==> config.mk <==
export PLATFORM = sky130hd
export DESIGN_NAME = timer_countdown
export DESIGN_NICKNAME = d
export VERILOG_FILES = /design/src/rtl/timer_countdown_pkg.sv /design/src/rtl/timer_countdown_digit.sv /design/src/rtl/timer_countdown.sv
export SDC_FILE = /design/constraint.sdc
export NUM_CORES = 1
export LEC_CHECK = 0
export ABC_AREA = 1
export ABC_CLOCK_PERIOD_IN_PS = 1470
export BUFFER_PORTS_ARGS = -buffer_cell sky130_fd_sc_hd__buf_2
export CORE_ASPECT_RATIO = 1.75
export CORE_UTILIZATION = 33
export DETAILED_ROUTE_END_ITERATION = 16
export GPL_TIMING_DRIVEN = 0
export PLACE_DENSITY = 0.5
export SYNTH_ARGS = -nofsm -noshare
export SYNTH_HDL_FRONTEND = slang
export SYNTH_SLANG_ARGS = --single-unit
==> constraint.sdc <==
create_clock -name CLOCK_50 -period 1.47 [get_ports CLOCK_50]
set_clock_uncertainty 0.05 [all_clocks]
set_input_delay 0.2205 -clock CLOCK_50 [delete_from_list [all_inputs] [get_ports CLOCK_50]]
set_output_delay 0.2205 -clock CLOCK_50 [all_outputs]
set_load 0.01 [all_outputs]
==> src/rtl/timer_countdown_pkg.sv <==
// Shared definitions for the egg timer: controller state codes and BCD digit limits.
// Used by the controller, countdown datapath and display stages.
package timer_countdown_pkg;

    typedef enum logic [2:0] {
        ST_SET_SEC     = 3'b000,
        ST_SET_MIN     = 3'b001,
        ST_TIMER       = 3'b010,
        ST_READY       = 3'b011,
        ST_RESET       = 3'b100,
        ST_FLASH_ON    = 3'b101,
        ST_FLASH_OFF   = 3'b110,
        ST_SETTING_MIN = 3'b111
    } state_e;

    localparam logic [3:0] SEC_TENS_MAX = 4'd5;
    localparam logic [3:0] DIGIT_MAX    = 4'd9;

    function automatic logic [3:0] clamp_digit(input logic [3:0] d, input logic [3:0] max_val);
        return (d > max_val) ? max_val : d;
    endfunction

endpackage

==> src/rtl/timer_countdown_digit.sv <==
// One BCD digit of the countdown: loadable, decrements on an incoming borrow and
// wraps 0 -> MAX while requesting a borrow from the next digit up.
module bcd_digit_down
    import timer_countdown_pkg::*;
#(
    parameter logic [3:0] MAX = DIGIT_MAX
) (
    input  logic       clk,
    input  logic       rst_n,
    input  logic       load,
    input  logic [3:0] load_val,
    input  logic       dec,
    input  logic       borrow_in,
    output logic       borrow_out,
    output logic [3:0] digit
);

    logic [3:0] digit_q;
    logic [3:0] digit_d;

    always_comb begin
        digit_d = digit_q;
        if (load) begin
            digit_d = load_val;
        end else if (dec && borrow_in) begin
            digit_d = (digit_q == 4'd0) ? MAX : digit_q - 4'd1;
        end
    end

    always_ff @(posedge clk or negedge rst_n) begin
        if (!rst_n) begin
            digit_q <= 4'd0;
        end else begin
            digit_q <= digit_d;
        end
    end

    assign borrow_out = dec && borrow_in && (digit_q == 4'd0);
    assign digit      = digit_q;

endmodule

==> src/rtl/timer_countdown.sv <==
// Egg-timer countdown datapath: captures MM:SS from the switches, counts down once
// per second in TIMER, flags expiry and provides the flash-phase tick.
module timer_countdown
    import timer_countdown_pkg::*;
#(
    parameter int TICK_DIV  = 50000000,
    parameter int FLASH_DIV = 25000000
) (
    input  logic       CLOCK_50,
    input  logic       RESETN,
    input  logic [2:0] state,
    input  logic [7:0] SW,
    output logic [7:0] min_bcd,
    output logic [7:0] sec_bcd,
    output logic       tick,
    output logic       expired,
    output logic       flash_tick
);

    localparam int TICK_W  = (TICK_DIV > 1)  ? $clog2(TICK_DIV)  : 1;
    localparam int FLASH_W = (FLASH_DIV > 1) ? $clog2(FLASH_DIV) : 1;
    localparam logic [TICK_W-1:0]  TICK_LAST  = TICK_W'(TICK_DIV - 1);
    localparam logic [FLASH_W-1:0] FLASH_LAST = FLASH_W'(FLASH_DIV - 1);

    state_e st;
    assign st = state_e'(state);

    logic [TICK_W-1:0]  tick_cnt_q, tick_cnt_d;
    logic [FLASH_W-1:0] flash_cnt_q, flash_cnt_d;
    logic               tick_q, tick_d;
    logic               flash_tick_q, flash_tick_d;
    logic               expired_q, expired_d;

    // Digit order in the packed vectors: [0]=sec ones, [1]=sec tens, [2]=min ones, [3]=min tens.
    logic [3:0]  digit_load;
    logic [15:0] digit_load_val;
    logic [15:0] digits;
    logic [4:0]  borrow;
    logic        borrow_unused;
    logic        dec_en;
    logic        count_zero;
    logic        count_one;

    assign count_zero    = (digits == 16'h0000);
    assign count_one     = (digits == 16'h0001);
    assign borrow[0]     = 1'b1;
    assign borrow_unused = borrow[4];

    always_comb begin
        tick_cnt_d     = '0;
        flash_cnt_d    = '0;
        tick_d         = 1'b0;
        flash_tick_d   = 1'b0;
        expired_d      = expired_q;
        digit_load     = 4'b0000;
        digit_load_val = 16'h0000;
        dec_en         = 1'b0;
        case (st)
            ST_RESET: begin
                digit_load = 4'b1111;
                expired_d  = 1'b0;
            end
            ST_SET_SEC: begin
                digit_load           = 4'b0011;
                digit_load_val[7:4]  = clamp_digit(SW[7:4], SEC_TENS_MAX);
                digit_load_val[3:0]  = clamp_digit(SW[3:0], DIGIT_MAX);
                expired_d            = 1'b0;
            end
            ST_SET_MIN, ST_SETTING_MIN: begin
                digit_load            = 4'b1100;
                digit_load_val[15:12] = clamp_digit(SW[7:4], DIGIT_MAX);
                digit_load_val[11:8]  = clamp_digit(SW[3:0], DIGIT_MAX);
                expired_d             = 1'b0;
            end
            ST_READY: begin
            end
            ST_TIMER: begin
                if (tick_cnt_q == TICK_LAST) begin
                    tick_d = 1'b1;
                    // Decrement only from a live non-zero count, so 00:00 never wraps to 99:59.
                    if (!expired_q && !count_zero) begin
                        dec_en = 1'b1;
                        if (count_one) begin
                            expired_d = 1'b1;
                        end
                    end else begin
                        expired_d = 1'b1;
                    end
                end else begin
                    tick_cnt_d = tick_cnt_q + TICK_W'(1);
                end
            end
            ST_FLASH_ON, ST_FLASH_OFF: begin
                if (flash_cnt_q == FLASH_LAST) begin
                    flash_tick_d = 1'b1;
                end else begin
                    flash_cnt_d = flash_cnt_q + FLASH_W'(1);
                end
            end
            default: begin
            end
        endcase
    end

    always_ff @(posedge CLOCK_50 or negedge RESETN) begin
        if (!RESETN) begin
            tick_cnt_q   <= '0;
            flash_cnt_q  <= '0;
            tick_q       <= 1'b0;
            flash_tick_q <= 1'b0;
            expired_q    <= 1'b0;
        end else begin
            tick_cnt_q   <= tick_cnt_d;
            flash_cnt_q  <= flash_cnt_d;
            tick_q       <= tick_d;
            flash_tick_q <= flash_tick_d;
            expired_q    <= expired_d;
        end
    end

    for (genvar gi = 0; gi < 4; gi++) begin : g_digit
        localparam logic [3:0] MAX = (gi == 1) ? SEC_TENS_MAX : DIGIT_MAX;
        bcd_digit_down #(
            .MAX(MAX)
        ) u_digit (
            .clk       (CLOCK_50),
            .rst_n     (RESETN),
            .load      (digit_load[gi]),
            .load_val  (digit_load_val[gi*4 +: 4]),
            .dec       (dec_en),
            .borrow_in (borrow[gi]),
            .borrow_out(borrow[gi+1]),
            .digit     (digits[gi*4 +: 4])
        );
    end

    assign min_bcd    = digits[15:8];
    assign sec_bcd    = digits[7:0];
    assign tick       = tick_q;
    assign expired    = expired_q;
    assign flash_tick = flash_tick_q;

endmodule

==> run metrics <==
outcome finished, violations left; violations in the final reports setup timing; achievable clock frequency 578 MHz; sequential share of the synthesized area 0.416; Synth Area in Adders 0.00595; simple-gate portion of the synthesized area 0.378; met1 Use GR 0.204; clock latency at the later pin of the worst-skew pair 330 ps; Leak Pwr 2.78 nW; y dimension of the die 151 um; remaining global-route overflow 0; sum of internal, switching and leakage power 5.96 mW; P per Cell Area 968 nW/um2; GR peak layer met2; CP startpoint kind flop; gpl congestion 0.895; hold violation total from the final report 0; initial antenna violation count 0; share of post-route cells with drive strength above 1 0.405; layout-stage area growth over the synthesis result 46.2%; average wire length per cell after detail routing 14.6 um; CTS sink cnt 70; Total Nets Final 732; cell accounting for the most synthesized area dfrtp_1; vias after detailed routing 4501; Remaining DRCs 0; flops & latches, synth 70; nets in the synthesized netlist 615; Relative slew margins 0.651; antenna diode count 0; actual slew at the worst max-slew pin 524 ps; number of antenna-violating nets in the routed design 0; hpwl dp 8900 um; number of instances in the synthesized netlist 600; area share of the leading cell type in the synthesized netlist 0.416; Routed WL 13000 um; dominant combinational cell family by area after synthesis simple AND/OR/NAND/NOR gates; Required @ worst endpoint 1670 ps; Placeable Area 12400 um2; critical path type reg -> reg; number of warnings reported in the yosys synthesis log 0; number of I/O pins 32; setup repair after global routing missed its margin yes; worst ir drop on vdd 0.000494 V; area of the die 13200 um2; share of the synthesized area in compound gates (AO/OA/AOI/OAI) 0.105; root cell of the clock tree clkbuf_16; count of TritonRoute iterations in the first routing pass 4; global-route wire length before repair 20300 um; critical path peak fanout 6; Initial Util 0.339; share of flip-flops with an asynchronous set or reset 1.00; Final Setup Violations 60; Worst-path clk slew 60 ps; leading cell types by total area after synthesis dfrtp_1 42%, nand2_1 12%, nor2_1 8.7%; number of I/O port buffers 31; global-route usage over all layers 0.199; cell types with the highest counts after synthesis 140 x nand2_1, 97 x nor2_1, 73 x inv_1, 70 x dfrtp_1, 43 x nand3_1; post-synthesis instance area 4210 um2; width of the chip 87.4 um; vias per cell 5.06; dominant cell by count in the synthesized netlist nand2_1; TritonCTS clock tree yes; post-placement worst setup slack -579 ps; Hold Crit Class in -> reg; setup ws final -261 ps; Main synth FF type dfrtp_1; vias in the first global route 4383; largest net degree at the start of global routing 49; Global Route met3 Usage 0.0240; row count 54; Inserted Clock Buffers 9; number of distinct library cells after synthesis 37; mean instance size in the synthesized netlist 7.02 um2; ratio of final minimum period to clock period 1.18; H-tree levels 3; kind of capture point of the worst setup path flop; met2 track utilization from global routing 0.375; DRT iter0 DRCs 205; fin. max-slew vios 0; Final min period 1730 ps; xor and xnor fraction of the mapped netlist area 0.0166; number of enable-type register cells in the synthesized netlist 0; worst-case clock buffer depth 2; portion of netlist area occupied by mux cells 0; critical path data arrival time 1940 ps; max_cap viols 0
-- what timing repair did --
item	4_1_cts	5_1_grt
gates cloned	4	0
setup buffers	48	21
endpoints found under the hold margin	22	0
endpoints found under the setup margin	63	66
hold buffers	1	0
gates resized for setup	95	109
pin swaps	22	33
-- power by group --
part	total (mW)	leakage [nW]	internal, mW	switching, mW
combinational	1.63	1.71	0.726	0.904
sequential	2.28	0.933	2.10	0.184
clock	2.05	0.133	1.23	0.821
-- worst max-delay path, stage by stage (launching register included) --
cell     delay, ps
dfrtp_1        420
ha_4           200
nand3_4         90
nor3_2          50
nand2_2         80
buf_6          100
nor2_4          40
nor2_4         260
buf_6          170
o21ai_1         60
a21oi_1        120
-- stage by stage --
stage	cell area (um2)	hold WS (ps)	util	TNS, ps	std cells
final	6150	185	0.495	-10960	889
after global routing	6150	212	0.495	-16660	889
after floorplan	4240	-125	-	-1550	600
after detailed placement	4630	105	0.373	-19310	800
after CTS	5650	162	0.455	-11400	868
after global placement	4600	413	0.370	-41560	799
-- registers in the layout, summed over array words and instances, names as in the netlist --
name and count:
flash_cnt_q 25, tick_cnt_q 26, tick 1, g_digit.u_digit.digit 16
flash_tick 1, expired 1
-- worst paths after layout --
kind                                                                 to  depth (start not counted)  slack, ps                     start
worst max-delay path                           tick_cnt_q[23]$_DFF_PN0_                         10       -260   tick_cnt_q[0]$_DFF_PN0_
worst min-delay path            g_digit[1].u_digit.digit[1]$_DFFE_PN0P_                          3        180                     SW[5]
worst max register to register                 tick_cnt_q[23]$_DFF_PN0_                         10       -260   tick_cnt_q[0]$_DFF_PN0_
worst min register to register                 tick_cnt_q[25]$_DFF_PN0_                          1        420  tick_cnt_q[25]$_DFF_PN0_
max in group asynchronous       g_digit[0].u_digit.digit[3]$_DFFE_PN0P_                          3        520                    RESETN
min in group asynchronous                      flash_cnt_q[8]$_DFF_PN0_                          2        280                    RESETN
-- logic make-up (layout without fill, tap and decap cells) --
group	after synthesis	in the layout
DFF	70	70
buffers and inverters	83	203
adders and majority gates	2	2
xor gates and xnor gates	8	8
and+or+nand+nor	357	358
AOI/OAI and AO/OA	80	80
-- cells in the final DEF, fill, tap and decap left out, drive strengths merged, types with 3 or more instances in the layout --
cell / count
dfrtp: 70
nand2: 147
nor4: 3
o22ai: 5
a21oi: 20
inv: 77
nand3: 47
clkbuf: 16
nand4: 16
xor2: 6
nor2: 109
o21ai: 42
buf: 108
or2: 3
a31oi: 4
nor3: 30
-- area by class of cell --
class                           instances  area [um2]
Fill cell                            1223        6280
Multi-Input combinational cell        448        2760
Sequential cell                        70        1770
Timing Repair Buffer                  105         805
Inverter                               77         292
Clock buffer                           14         264
Tap cell                              168         210
Buffer                                  6        46.3
Clock inverter                          1        5.00
-- layer usage --
| metal | routed length [um] | share of wire |
|---|---|---|
| met5 | 0 | 0 |
| met4 | 479 | 0.037 |
| met3 | 380 | 0.029 |
| met2 | 7250 | 0.56 |
| met1 | 4900 | 0.38 |
Note: power is estimated with default switching activity, not from simulation.
